==> config.mk <==
export PLATFORM = sky130hd
export DESIGN_NAME = id_hazard_sched_flat
export DESIGN_NICKNAME = d
export VERILOG_FILES = /design/src/rtl/hazard_pkg.sv /design/src/rtl/id_hazard_sched_if.sv /design/src/rtl/wb_port_arbiter.sv /design/src/rtl/id_hazard_sched.sv /design/src/flat_wrapper.sv
export SDC_FILE = /design/constraint.sdc
export NUM_CORES = 1
export LEC_CHECK = 0
export BUFFER_PORTS_ARGS = -buffer_cell sky130_fd_sc_hd__clkbuf_2
export CAP_MARGIN = 0
export CORE_MARGIN = 4
export CORE_UTILIZATION = 45
export CTS_BUF_LIST = sky130_fd_sc_hd__clkbuf_8
export CTS_CLUSTER_DIAMETER = 40
export CTS_CLUSTER_SIZE = 12
export DETAILED_ROUTE_END_ITERATION = 8
export GPL_TIMING_DRIVEN = 0
export PLACE_DENSITY = 0.76
export SYNTH_ARGS = -nofsm -noshare
export SYNTH_HDL_FRONTEND = slang
export SYNTH_SLANG_ARGS = --single-unit
==> constraint.sdc <==
create_clock -name clk -period 5.5 [get_ports clk]
set_input_delay 1.1 -clock clk [delete_from_list [all_inputs] [get_ports clk]]
set_output_delay 1.1 -clock clk [all_outputs]
set_load 0.02 [all_outputs]
==> src/rtl/hazard_pkg.sv <==
`default_nettype none
// ============================================================================
//  Module   : hazard_pkg
//  Brief    : Shared types for the ID-stage hazard scheduler.
//  Revision : 1.0
// ============================================================================
package hazard_pkg;

    localparam int unsigned REG_AW = 5;

    typedef logic [REG_AW-1:0] reg_addr_t;

    localparam reg_addr_t REG_ZERO = '0;

    typedef enum logic [1:0] {
        ARB_IDLE  = 2'd0,
        ARB_WAIT  = 2'd1,
        ARB_DRAIN = 2'd2
    } arb_state_t;

endpackage
`default_nettype wire

==> src/rtl/id_hazard_sched_if.sv <==
`default_nettype none
// ============================================================================
//  Module   : id_hazard_sched_if
//  Brief    : ID issue, WB/MDU write-back and regfile port bundle.
//             Bypass signals exist only when ID_BYPASS_EN is defined.
//  Revision : 1.0
// ============================================================================
interface id_hazard_sched_if #(
    parameter int AW = 5,
    parameter int DW = 32
);
    logic          id_valid;
    logic [AW-1:0] id_rs;
    logic [AW-1:0] id_rt;
    logic          id_use_rs;
    logic          id_use_rt;
    logic          id_wr_en;
    logic [AW-1:0] id_wr_rd;
    logic          id_stall;
    logic          id_issue;

    logic          pipe_wb_valid;
    logic [AW-1:0] pipe_wb_rd;
    logic [DW-1:0] pipe_wb_wd;

    logic          mdu_wb_valid;
    logic [AW-1:0] mdu_wb_rd;
    logic [DW-1:0] mdu_wb_wd;
    logic          mdu_wb_ready;

    logic          rf_we;
    logic [AW-1:0] rf_wa;
    logic [DW-1:0] rf_wd;

`ifdef ID_BYPASS_EN
    logic          byp_rs;
    logic          byp_rt;
    logic [DW-1:0] byp_wd;
`endif

    // master: core pipeline side driving requests; slave: the scheduler
    modport master (
        output id_valid, id_rs, id_rt, id_use_rs, id_use_rt, id_wr_en, id_wr_rd,
        output pipe_wb_valid, pipe_wb_rd, pipe_wb_wd,
        output mdu_wb_valid, mdu_wb_rd, mdu_wb_wd,
        input  id_stall, id_issue, mdu_wb_ready, rf_we, rf_wa, rf_wd
`ifdef ID_BYPASS_EN
        , input byp_rs, byp_rt, byp_wd
`endif
    );

    modport slave (
        input  id_valid, id_rs, id_rt, id_use_rs, id_use_rt, id_wr_en, id_wr_rd,
        input  pipe_wb_valid, pipe_wb_rd, pipe_wb_wd,
        input  mdu_wb_valid, mdu_wb_rd, mdu_wb_wd,
        output id_stall, id_issue, mdu_wb_ready, rf_we, rf_wa, rf_wd
`ifdef ID_BYPASS_EN
        , output byp_rs, byp_rt, byp_wd
`endif
    );

endinterface
`default_nettype wire

==> src/rtl/wb_port_arbiter.sv <==
`default_nettype none
// ============================================================================
//  Module   : wb_port_arbiter
//  Brief    : Regfile write-port mux (pipeline priority) with an MDU
//             starvation FSM that requests ID drain after STARVE_MAX losses.
//  Revision : 1.0
// ============================================================================
module wb_port_arbiter
    import hazard_pkg::*;
#(
    parameter int AW         = 5,
    parameter int DW         = 32,
    parameter int STARVE_MAX = 4
) (
    input  wire logic          clk,
    input  wire logic          rst_n,
    input  wire logic          pipe_wb_valid,
    input  wire logic [AW-1:0] pipe_wb_rd,
    input  wire logic [DW-1:0] pipe_wb_wd,
    input  wire logic          mdu_wb_valid,
    input  wire logic [AW-1:0] mdu_wb_rd,
    input  wire logic [DW-1:0] mdu_wb_wd,
    output logic               mdu_wb_ready,
    output logic               rf_we,
    output logic [AW-1:0]      rf_wa,
    output logic [DW-1:0]      rf_wd,
    output logic               drain
);

    localparam int CW = $clog2(STARVE_MAX + 1);

    arb_state_t    state_q, state_d;
    logic [CW-1:0] starve_cnt_q, starve_cnt_d;
    logic [CW-1:0] w_cnt_inc;
    logic          w_lost;
    logic          w_grant;

    assign w_lost  = mdu_wb_valid & pipe_wb_valid;
    assign w_grant = mdu_wb_valid & ~pipe_wb_valid;

    // Port outputs are gated by rst_n so nothing is written while in reset.
    always_comb begin
        rf_wa        = pipe_wb_valid ? pipe_wb_rd : mdu_wb_rd;
        rf_wd        = pipe_wb_valid ? pipe_wb_wd : mdu_wb_wd;
        rf_we        = rst_n & (pipe_wb_valid | mdu_wb_valid) & (rf_wa != AW'(REG_ZERO));
        mdu_wb_ready = rst_n & w_grant;
    end

    always_comb begin
        state_d      = state_q;
        starve_cnt_d = starve_cnt_q;
        w_cnt_inc    = starve_cnt_q + CW'(1);
        case (state_q)
            ARB_IDLE: begin
                if (w_lost) begin
                    starve_cnt_d = CW'(1);
                    state_d      = (STARVE_MAX == 1) ? ARB_DRAIN : ARB_WAIT;
                end
            end
            ARB_WAIT: begin
                if (!mdu_wb_valid || w_grant) begin
                    state_d      = ARB_IDLE;
                    starve_cnt_d = '0;
                end else begin
                    starve_cnt_d = w_cnt_inc;
                    if (w_cnt_inc >= CW'(STARVE_MAX)) begin
                        state_d = ARB_DRAIN;
                    end
                end
            end
            ARB_DRAIN: begin
                if (!mdu_wb_valid || w_grant) begin
                    state_d      = ARB_IDLE;
                    starve_cnt_d = '0;
                end
            end
            default: begin
                state_d      = ARB_IDLE;
                starve_cnt_d = '0;
            end
        endcase
    end

    always_ff @(posedge clk or negedge rst_n) begin
        if (!rst_n) begin
            state_q      <= ARB_IDLE;
            starve_cnt_q <= '0;
        end else begin
            state_q      <= state_d;
            starve_cnt_q <= starve_cnt_d;
        end
    end

    assign drain = (state_q == ARB_DRAIN);

endmodule
`default_nettype wire

==> src/rtl/id_hazard_sched.sv <==
`default_nettype none
// ============================================================================
//  Module   : id_hazard_sched
//  Brief    : Busy-bit scoreboard, RAW/WAW stall and write-port sharing
//             around the ID regfile. Optional ID_BYPASS_EN lets ID issue
//             in the write-back cycle and exposes byp_* mux selects.
//  Revision : 1.0
// ============================================================================
module id_hazard_sched
    import hazard_pkg::*;
#(
    parameter int NREG       = 32,
    parameter int AW         = 5,
    parameter int DW         = 32,
    parameter int STARVE_MAX = 4
) (
    input wire logic      clk,
    input wire logic      rst_n,
    id_hazard_sched_if.slave bus
);

    logic [NREG-1:0] busy_q, busy_d;
    logic [NREG-1:0] w_busy_eff;
    logic [NREG-1:0] w_clr;
    logic [NREG-1:0] w_set;
    logic            w_rf_we;
    logic [AW-1:0]   w_rf_wa;
    logic [DW-1:0]   w_rf_wd;
    logic            w_mdu_ready;
    logic            w_drain;
    logic            w_raw;
    logic            w_waw;
    logic            w_stall;

    wb_port_arbiter #(
        .AW         (AW),
        .DW         (DW),
        .STARVE_MAX (STARVE_MAX)
    ) u_arb (
        .clk           (clk),
        .rst_n         (rst_n),
        .pipe_wb_valid (bus.pipe_wb_valid),
        .pipe_wb_rd    (bus.pipe_wb_rd),
        .pipe_wb_wd    (bus.pipe_wb_wd),
        .mdu_wb_valid  (bus.mdu_wb_valid),
        .mdu_wb_rd     (bus.mdu_wb_rd),
        .mdu_wb_wd     (bus.mdu_wb_wd),
        .mdu_wb_ready  (w_mdu_ready),
        .rf_we         (w_rf_we),
        .rf_wa         (w_rf_wa),
        .rf_wd         (w_rf_wd),
        .drain         (w_drain)
    );

    always_comb begin
        w_clr = '0;
        if (w_rf_we) begin
            w_clr[w_rf_wa] = 1'b1;
        end
`ifdef ID_BYPASS_EN
        // The register being written right now is readable through the bypass.
        w_busy_eff = busy_q & ~w_clr;
`else
        w_busy_eff = busy_q;
`endif
        w_raw   = (bus.id_use_rs & w_busy_eff[bus.id_rs]) |
                  (bus.id_use_rt & w_busy_eff[bus.id_rt]);
        w_waw   = bus.id_wr_en & w_busy_eff[bus.id_wr_rd];
        w_stall = bus.id_valid & (w_raw | w_waw | w_drain);

        w_set = '0;
        if (bus.id_valid && !w_stall && bus.id_wr_en && (bus.id_wr_rd != AW'(REG_ZERO))) begin
            w_set[bus.id_wr_rd] = 1'b1;
        end
        // Set is OR-ed last so a same-cycle re-issue keeps the mark.
        busy_d    = (busy_q & ~w_clr) | w_set;
        busy_d[0] = 1'b0;
    end

    always_ff @(posedge clk or negedge rst_n) begin
        if (!rst_n) begin
            busy_q <= '0;
        end else begin
            busy_q <= busy_d;
        end
    end

    assign bus.id_stall     = w_stall;
    assign bus.id_issue     = bus.id_valid & ~w_stall;
    assign bus.mdu_wb_ready = w_mdu_ready;
    assign bus.rf_we        = w_rf_we;
    assign bus.rf_wa        = w_rf_wa;
    assign bus.rf_wd        = w_rf_wd;

`ifdef ID_BYPASS_EN
    assign bus.byp_rs = bus.id_use_rs & w_rf_we & (w_rf_wa == bus.id_rs);
    assign bus.byp_rt = bus.id_use_rt & w_rf_we & (w_rf_wa == bus.id_rt);
    assign bus.byp_wd = w_rf_wd;
`endif

endmodule
`default_nettype wire

==> src/flat_wrapper.sv <==
// flat-port wrapper written by rule: the top's interface ports become plain ports
module id_hazard_sched_flat import hazard_pkg::*;
#(
    parameter int NREG       = 32,
    parameter int AW         = 5,
    parameter int DW         = 32,
    parameter int STARVE_MAX = 4
)
  (clk, rst_n, bus_id_valid, bus_id_rs, bus_id_rt, bus_id_use_rs, bus_id_use_rt, bus_id_wr_en, bus_id_wr_rd, bus_pipe_wb_valid, bus_pipe_wb_rd, bus_pipe_wb_wd, bus_mdu_wb_valid, bus_mdu_wb_rd, bus_mdu_wb_wd, bus_id_stall, bus_id_issue, bus_mdu_wb_ready, bus_rf_we, bus_rf_wa, bus_rf_wd);
  id_hazard_sched_if #(.AW(AW), .DW(DW)) bus_i ();
  input wire logic clk;
  input wire logic rst_n;
  input wire logic [$bits(bus_i.id_valid)-1:0] bus_id_valid;
  input wire logic [$bits(bus_i.id_rs)-1:0] bus_id_rs;
  input wire logic [$bits(bus_i.id_rt)-1:0] bus_id_rt;
  input wire logic [$bits(bus_i.id_use_rs)-1:0] bus_id_use_rs;
  input wire logic [$bits(bus_i.id_use_rt)-1:0] bus_id_use_rt;
  input wire logic [$bits(bus_i.id_wr_en)-1:0] bus_id_wr_en;
  input wire logic [$bits(bus_i.id_wr_rd)-1:0] bus_id_wr_rd;
  input wire logic [$bits(bus_i.pipe_wb_valid)-1:0] bus_pipe_wb_valid;
  input wire logic [$bits(bus_i.pipe_wb_rd)-1:0] bus_pipe_wb_rd;
  input wire logic [$bits(bus_i.pipe_wb_wd)-1:0] bus_pipe_wb_wd;
  input wire logic [$bits(bus_i.mdu_wb_valid)-1:0] bus_mdu_wb_valid;
  input wire logic [$bits(bus_i.mdu_wb_rd)-1:0] bus_mdu_wb_rd;
  input wire logic [$bits(bus_i.mdu_wb_wd)-1:0] bus_mdu_wb_wd;
  output wire logic [$bits(bus_i.id_stall)-1:0] bus_id_stall;
  output wire logic [$bits(bus_i.id_issue)-1:0] bus_id_issue;
  output wire logic [$bits(bus_i.mdu_wb_ready)-1:0] bus_mdu_wb_ready;
  output wire logic [$bits(bus_i.rf_we)-1:0] bus_rf_we;
  output wire logic [$bits(bus_i.rf_wa)-1:0] bus_rf_wa;
  output wire logic [$bits(bus_i.rf_wd)-1:0] bus_rf_wd;
  assign bus_i.id_valid = bus_id_valid;
  assign bus_i.id_rs = bus_id_rs;
  assign bus_i.id_rt = bus_id_rt;
  assign bus_i.id_use_rs = bus_id_use_rs;
  assign bus_i.id_use_rt = bus_id_use_rt;
  assign bus_i.id_wr_en = bus_id_wr_en;
  assign bus_i.id_wr_rd = bus_id_wr_rd;
  assign bus_i.pipe_wb_valid = bus_pipe_wb_valid;
  assign bus_i.pipe_wb_rd = bus_pipe_wb_rd;
  assign bus_i.pipe_wb_wd = bus_pipe_wb_wd;
  assign bus_i.mdu_wb_valid = bus_mdu_wb_valid;
  assign bus_i.mdu_wb_rd = bus_mdu_wb_rd;
  assign bus_i.mdu_wb_wd = bus_mdu_wb_wd;
  assign bus_id_stall = bus_i.id_stall;
  assign bus_id_issue = bus_i.id_issue;
  assign bus_mdu_wb_ready = bus_i.mdu_wb_ready;
  assign bus_rf_we = bus_i.rf_we;
  assign bus_rf_wa = bus_i.rf_wa;
  assign bus_rf_wd = bus_i.rf_wd;
  id_hazard_sched #(.NREG(NREG), .AW(AW), .DW(DW), .STARVE_MAX(STARVE_MAX)) u_core (.clk(clk), .rst_n(rst_n), .bus(bus_i));
endmodule
==> results of run 1 <==
[sequential cells by signal (all words and copies together), names as in the netlist]
name                       flops
u_core.u_arb.starve_cnt_q      3
u_core.busy_q                 31
u_core.u_arb.state_q           2
[power by group through the flow]
stage	Combinational, W	Sequential, W	Clock, W
5_1_grt	0.000393	0.000377	0.000203
3_5_place_dp	0.000358	0.000373	0
3_3_place_gp	0.000352	0.000368	0
6_report	0.000360	0.000372	0.000192
4_1_cts	0.000360	0.000368	0.000192
2_1_floorplan	0.000251	0.000344	0
[cell usage in the layout (no fill, tap or decap), types with 3 or more instances in the layout]
cell,n
a21oi_1,3
a22oi_1,3
a32oi_1,3
and3b_1,5
buf_1,4
buf_2,3
buf_4,5
buf_6,3
clkbuf_1,6
clkbuf_2,131
clkbuf_8,7
dfrtp_1,36
inv_1,9
mux2_2,35
mux2i_1,21
mux4_2,15
nand2_1,20
nand3_1,12
nand3b_1,5
nand4_1,31
nor2_1,16
nor2b_1,4
nor3b_1,4
o21ai_0,42
o21ai_1,6
o21ai_2,16
[worst max-delay path by stage]
stage	start	to	slack, ps	depth (start not counted)
floorplan	bus_id_rt[0]	bus_id_issue	1530	8
global placement	bus_id_wr_rd[3]	bus_id_issue	1170	10
detailed placement	bus_id_wr_rd[3]	bus_id_issue	1190	10
CTS	bus_id_wr_rd[3]	bus_id_issue	1170	10
global route	bus_id_wr_rd[3]	bus_id_issue	990	10
finish	bus_id_wr_rd[3]	bus_id_issue	1160	10
[synthesized netlist by cell type (all sizes together) (3+ instances only)]
master / number
a21oi: 3
a22oi: 3
a32oi: 3
and3b: 5
buf: 15
clkbuf: 7
dfrtp: 36
inv: 7
mux2: 35
mux2i: 21
mux4: 17
nand2: 21
nand3: 12
nand3b: 5
nand4: 32
nor2: 16
nor2b: 4
nor3: 3
nor3b: 4
o21ai: 65
[critical path, delay by kind of cell]
family | cells | cell delay, ps
compound gates | 3 | 680
buf+inv | 4 | 790
mux | 1 | 380
simple gates | 2 | 290
[final cells by class]
cell class,instances,area [µm²],area share
Sequential cell,36,901,0.219
Clock inverter,2,7.51,0.00182
Inverter,7,26.3,0.00638
Clock buffer,6,82.6,0.0200
Tap cell,96,120,0.0291
Multi-Input combinational cell,270,2190,0.532
Timing Repair Buffer,131,656,0.159
Buffer,22,138,0.0334
[cell families (layout without fill, tap and decap cells)]
kind of cell	count (synthesis)	count (layout)	synth area share
mux	73	73	0.306
xor+xnor	1	1	0.00269
fa+ha+maj	1	1	0.00384
flops	36	36	0.277
simple gates	110	110	0.192
compound gates	85	85	0.169
buf+inv	29	168	0.0503
[layer usage]
metal,up-vias,track usage,part of all wire
li1,1582,-,-
met1,1622,0.355,0.42
met2,166,0.406,0.47
met3,27,0.0676,0.085
met4,0,0.0745,0.023
met5,-,0,0
[through the flow]
stage / worst slack (ps) / utilization / power (W) / hold slack [ps]
finish: 1160 / 0.597 / 0.000925 / 501
global route: 989 / 0.597 / 0.000972 / 527
CTS: 1170 / 0.597 / 0.000919 / 502
detailed placement: 1190 / 0.584 / 0.000730 / 486
global placement: 1170 / 0.584 / 0.000720 / 482
floorplan: 1530 / - / 0.000596 / 463
==> reports/metrics.csv, run 1 <==
stage,metric,value,unit
setup_path,slowest_delay,380,ps
setup_path,critPathMaxFanout,10,
worst_hold_path,min_path_type,flip-flop to flip-flop,
global_route,antenna_found_initial,0,
worst_hold_path,whs_path_depth,1,
power,power.net_switching,0.000348,W
power,combPwrFrac,0.390,
layout,fillCellCount,650,
detailed_routing,drt_iter0_drc,327,
layout,finalInstanceArea,4120,µm²
cts,clkSinkCount,36,
cts,cts_buffers,5,
setup_path,crit_path_frequent_cell,clkbuf_2,
status,status,"finished, final reports clean",
setup_path,setup.worst_path.class,primary input to output pin,
cts,cts_tree,yes,
timing,clock_skew,5.38,ps
yosys,synth-seq-area-share,0.277,
setup_path,reg2reg_depth,7,
layout,final_cells,570,
cts,clockBufferDepth,2,
detailed_routing,wirelength,11200,µm
yosys,synthArstFlopShare,1.00,
yosys,netlist_top_cells_area,"dfrtp_1 (28%), mux2_2 (12%), mux4_2 (10%), mux2i_1 (6.5%), o21ai_0 (6.5%)",
layout,diodes,0,
yosys,ys_warn_count,0,
setup_path,crit_slowest_cell,mux4_2,
setup_path,worstReg2RegEnd,u_core.busy_q[16],
detailed_routing,vias,3397,
power,vdd_drop_max,0.0000974,V
yosys,synth-edff-count,0,
timing,finalCritPeriodShare,0.790,
power,p_sw_frac,0.376,
setup_path,crit_required,4400,ps
floorplanning,io_pins,138,
placed_design,io_buffers,131,
global_route,grt_pass1_wl,17700,µm
global_route,grt_pass1_vias,3327,
setup_path,arrival,3240,ps
detailed_routing,postRouteAntennaNets,0,
layout,nets,571,
floorplanning,dieWidth,93.1,µm
yosys,synth.distinct_cells,46,
timing,finalHoldViolations,0,
floorplanning,dieArea,8660,µm²
power,internal-power,0.000576,W
power,power.density,224,nW/µm²
timing,slew_violations,0,
placed_design,placed_area,4030,µm²
worst_hold_path,holdCritStartpoint,u_core.u_arb.starve_cnt_q[0],
yosys,syn-num-nets,433,
cts,htreeDepth,2,
cts,root_buffer,clkbuf_8,
yosys,synth_flop_cell,dfrtp_1,
floorplanning,chipHeight,93.1,µm
timing,fmax,230,MHz
global_route,grt_use_total,0.260,
yosys,synth.largest_area_cell,dfrtp_1,
timing,rsz0062_at_grt,no,
power,power.leakage,1.90,nW
worst_hold_path,holdPathEnd,u_core.u_arb.starve_cnt_q[0],
cts,hold_buffers,0,
power,seqPwrFrac,0.402,
cts,post_cts.repair.setup_buffers,0,
placed_design,dp_cells,562,
timing,max_slew_margin,0.143,
timing,finalCriticalPeriod,4340,ps
detailed_routing,vias_per_cell,5.96,
power,clkPwrFrac,0.208,
floorplanning,start_util,0.471,
setup_path,path_cells,clkbuf_2 > clkbuf_1 > mux4_2 > a32oi_1 > o211ai_1 > o21ai_4 > nand2_4 > buf_6 > nor3_2 > clkbuf_2,
setup_path,reg2reg_from,u_core.busy_q[26],
job,maxCapViolations,0,
global_route,grt_overflow,0,
yosys,syn-cell-area,3260,µm²
layout,drive_above_1_share,0.464,
detailed_routing,drc_errors,0,
cts,insertion_delay,290,ps
timing,setup_viol,0,
floorplanning,num_rows,30,
placed_design,gp_congestion,0.970,
timing,worstMarginPinSlew,1270,ps
timing,finalSetupTns,0,ps
global_route,grt_max_degree,40,
detailed_routing,wire_per_inst,19.7,µm
detailed_routing,first_pass_iters,5,
setup_path,reg2reg_slack,3300,ps
cts,cts.reportedPaths.clkPinSlew,70,ps
layout,syn_to_final_growth,26.6,%
setup_path,startpoint_type,primary input,
cts,cts_resized,0,
yosys,synth_area_per_cell,9.72,µm²
yosys,synth.ff_latch_count,36,
floorplanning,fp.coreArea,6910,µm²
yosys,netlist.area_leader.share,0.277,
placed_design,dp.final_hpwl,9160,µm
setup_path,cp-end-kind,output pin,
yosys,postSynthCellCount,335,
(Power assumes the default switching activity.)
==> run 2: changes to the inputs <==
--- a/config.mk
+++ b/config.mk
@@ -5,6 +5,7 @@
 export SDC_FILE = /design/constraint.sdc
 export NUM_CORES = 1
 export LEC_CHECK = 0
+export ABC_AREA = 1
 export BUFFER_PORTS_ARGS = -buffer_cell sky130_fd_sc_hd__clkbuf_2
 export CAP_MARGIN = 0
 export CORE_MARGIN = 4
@@ -14,7 +15,7 @@
 export CTS_CLUSTER_SIZE = 12
 export DETAILED_ROUTE_END_ITERATION = 8
 export GPL_TIMING_DRIVEN = 0
-export PLACE_DENSITY = 0.76
+export PLACE_DENSITY = 0.75
 export SYNTH_ARGS = -nofsm -noshare
 export SYNTH_HDL_FRONTEND = slang
 export SYNTH_SLANG_ARGS = --single-unit
==> constraint.sdc (replaced) <==
create_clock -name clk -period 4 [get_ports clk]
set_input_delay 0.8 -clock clk [delete_from_list [all_inputs] [get_ports clk]]
set_output_delay 0.8 -clock clk [all_outputs]
set_load 0.02 [all_outputs]
==> reports/metrics.csv, run 2 <==
stage,metric,value,unit,change
status,status,"finished, final reports clean",,
cts,post_cts.repair.setup_buffers,0,,unchanged
timing,max_slew_margin,0.363,,+0.220
cts,clkSinkCount,36,,unchanged
layout,largest_reg_flops,31,,unchanged
layout,regMostFlops,u_core.busy_q,,
setup_path,crit_required,3200,ps,-1200 ps
setup_path,crit_slowest_cell,buf_2,,
detailed_routing,vias_per_cell,5.23,,-12%
detailed_routing,first_pass_iters,5,,unchanged
yosys,postSynthCellCount,606,,+81%
timing,worstMarginPinSlew,956,ps,-318 ps
detailed_routing,vias,4434,,+31%
global_route,grt_overflow,0,,unchanged
timing,setup_viol,0,,unchanged
cts,cts.reportedPaths.clkPinSlew,70,ps,about the same
timing,slew_violations,0,,unchanged
timing,finalHoldViolations,0,,unchanged
yosys,netlist_top_cells_area,"nand2_1 (30%), dfrtp_1 (26%), nand3_2 (8.5%), nand3_1 (7.1%), nor2_1 (5.3%)",,
yosys,synth_flop_cell,dfrtp_1,,
cts,cts_tree,yes,,
detailed_routing,drt_iter0_drc,385,,+18%
yosys,synth-edff-count,0,,unchanged
layout,regArea,901,µm²,unchanged
timing,finalCriticalPeriod,3390,ps,
power,power.density,284,nW/µm²,+26%
timing,fmax,295,MHz,
power,internal-power,0.000734,W,+27%
cts,cts_buffers,5,,unchanged
setup_path,crit_family,simple AND/OR/NAND/NOR gates,,
layout,nets,843,,+48%
setup_path,critPathMaxFanout,10,,unchanged
layout,multi_input_area,2270,µm²,+3.7%
layout,final_cell_mix,"nand2_1 (286), clkbuf_2 (132), nor2_1 (50), nand3_1 (50), inv_1 (44)",,
yosys,synth.distinct_cells,32,,-30%
layout,diodes,0,,unchanged
cts,root_buffer,clkbuf_8,,
detailed_routing,drc_errors,0,,unchanged
placed_design,dp.final_hpwl,10400,µm,+14%
layout,syn_to_final_growth,24.9,%,
yosys,netlist.area_leader.share,0.304,,+0.0275
job,maxCapViolations,0,,unchanged
cts,insertion_delay,290,ps,about the same
placed_design,io_buffers,132,,+0.76%
floorplanning,dieArea,9320,µm²,+7.7%
layout,fillCellCount,783,,+20%
setup_path,cp-end-kind,output pin,,
layout,layout_commonest_cell,nand2_1,,
detailed_routing,postRouteAntennaNets,0,,unchanged
setup_path,startpoint_type,primary input,,
setup_path,slowest_delay,210,ps,-170 ps
cts,htreeDepth,2,,unchanged
yosys,ys_top_cells_by_count,"nand2_1 (286), nand3_1 (50), nor2_1 (50)",,
power,power.net_switching,0.000516,W,+48%
setup_path,path_cells,buf_2 > inv_2 > buf_2 > nand2_1 > nand3_1 > nand3_1 > nand2_1 > nand2_1 > nand3b_1 > nand3_1 > nand3_2 > nor2_8 > buf_8 > clkbuf_2,,
worst_hold_path,min_path_type,flip-flop to flip-flop,,
detailed_routing,wire_per_inst,14.8,µm,-25%
timing,whs,529,ps,+28.0 ps
yosys,synth.largest_area_cell,nand2_1,,
layout,finalInstanceArea,4410,µm²,+6.9%
power,vdd_drop_max,0.000147,V,+51%
setup_path,arrival,2590,ps,-650 ps
yosys,synthArstFlopShare,1.00,,unchanged
cts,hold_buffers,0,,unchanged
global_route,grt_pass1_vias,4082,,+23%
power,p_sw_frac,0.413,,+0.0361
power,combPwrFrac,0.384,,-0.006
power,power,0.00125,W,+35%
timing,rsz0062_at_grt,no,,
global_route,grt_use_total,0.271,,+0.0115
layout,drive_above_1_share,0.264,,-0.200
power,power.leakage,2.51,nW,+32%
placed_design,placed_area,4320,µm²,+7.1%
floorplanning,num_rows,32,,+6.7%
floorplanning,fp.coreArea,7690,µm²,+11%
yosys,synth_area_per_cell,5.82,µm²,-40%
yosys,syn-num-nets,704,,+63%
detailed_routing,wirelength,12500,µm,+12%
yosys,synth.ff_latch_count,36,,unchanged
power,clkPwrFrac,0.212,,+0.004
global_route,grt_max_degree,38,,-5.0%
yosys,yosysMostFrequentCell,nand2_1,,
floorplanning,dieWidth,96.6,µm,+3.8%
yosys,ys_warn_count,0,,unchanged
cts,cts_resized,0,,unchanged
yosys,synth-seq-area-share,0.255,,-0.0214
floorplanning,io_pins,138,,unchanged
floorplanning,start_util,0.459,,-0.0124
floorplanning,chipHeight,96.6,µm,+3.8%
layout,reg.largest.list,"u_core.busy_q: 31 flops, u_core.u_arb.starve_cnt_q: 3 flops, u_core.u_arb.state_q: 2 flops",,
timing,finalCritPeriodShare,0.846,,
timing,clock_skew,8.43,ps,+3.05 ps
setup_path,path_buf_inv,5,,+1
cts,clockBufferDepth,2,,unchanged
yosys,syn-cell-area,3530,µm²,+8.4%
global_route,antenna_found_initial,0,,unchanged
placed_design,gp_congestion,0.898,,-7.4%
timing,finalSetupTns,0,ps,unchanged
setup_path,setup.worst_path.class,primary input to output pin,,
global_route,grt_pass1_wl,19600,µm,+11%
power,seqPwrFrac,0.404,,+0.002
## run 2: changes by cell type after synthesis, moves of 7 or more
| cell | change |
|---|---|
| buf_2 | +9 |
| inv_1 | +35 |
| mux2_2 | -35 |
| mux2i_1 | -21 |
| mux4_2 | -15 |
| nand2_1 | +266 |
| nand3_1 | +38 |
| nand3_2 | +30 |
| nand4_1 | -29 |
| nor2_1 | +34 |
| nor3_1 | +7 |
| o21ai_0 | -7 |
| o21ai_2 | -16 |
## run 2: logic make-up (layout without fill, tap and decap cells)
family          after synthesis  count (layout)  share of synthesized area
flops                        36              36                      0.255
buf+inv                      76             216                      0.101
compound gates               56              56                     0.0879
fa+ha+maj                     1               1                    0.00355
simple gates                436             436                      0.550
xor+xnor                      1               1                    0.00248
## run 2: worst register-to-register path: stages, from the launching register on
cell,delay (ps)
dfrtp_1,440
nand2_1,100
nand2_1,50
nand2_1,60
nand2_1,70
nand2_1,60
nand2_1,50
nor2_1,90
nand2_1,60
a21oi_2,170
nand3_2,200
nor2_8,220
buf_8,180
nand3_2,70
nand2_1,80
## run 2: cell type report
cell class,instances,share of cell area
multi-input combinational,494,0.516
clock inverter,2,0.00170
sequential,36,0.204
clock buffer,6,0.0187
timing repair buffer,132,0.150
inverter,50,0.0432
buffer,26,0.0375
tap,102,0.0290
## run 2: worst paths after layout
| kind | end | slack (ps) | startpoint | cells after the start |
|---|---|---|---|---|
| min in group asynchronous | u_core.busy_q[11] | 640 | rst_n | 1 |
| max in group asynchronous | u_core.busy_q[23] | 2750 | rst_n | 1 |
| max reg2reg | u_core.busy_q[27] | 2040 | u_core.busy_q[15] | 14 |
| min | u_core.u_arb.state_q[0] | 530 | u_core.u_arb.state_q[0] | 1 |
| max | bus_id_issue | 610 | bus_id_rs[0] | 14 |
| min reg2reg | u_core.u_arb.state_q[0] | 530 | u_core.u_arb.state_q[0] | 1 |
## run 2: routing by layer
layer / track usage / part of all wire
met1: 0.322 / 0.39
met5: 0 / 0
met4: 0.119 / 0.042
met2: 0.477 / 0.49
met3: 0.0480 / 0.079
## run 2: power by group through the flow
stage / Clock (W) / Sequential (W) / Combinational, W
after floorplan: 0 / 0.000470 / 0.000322
after global placement: 0 / 0.000504 / 0.000468
after detailed placement: 0 / 0.000507 / 0.000477
after CTS: 0.000267 / 0.000500 / 0.000479
after global routing: 0.000284 / 0.000510 / 0.000539
final: 0.000265 / 0.000505 / 0.000480
## run 2: metrics by stage
step                      setup WS [ps]  utilization  std cells
final                               614        0.573        848
after global placement              659        0.562        840
after CTS                           631        0.573        848
after floorplan                    1140            -        606
after global routing                459        0.573        848
after detailed placement            634        0.562        840
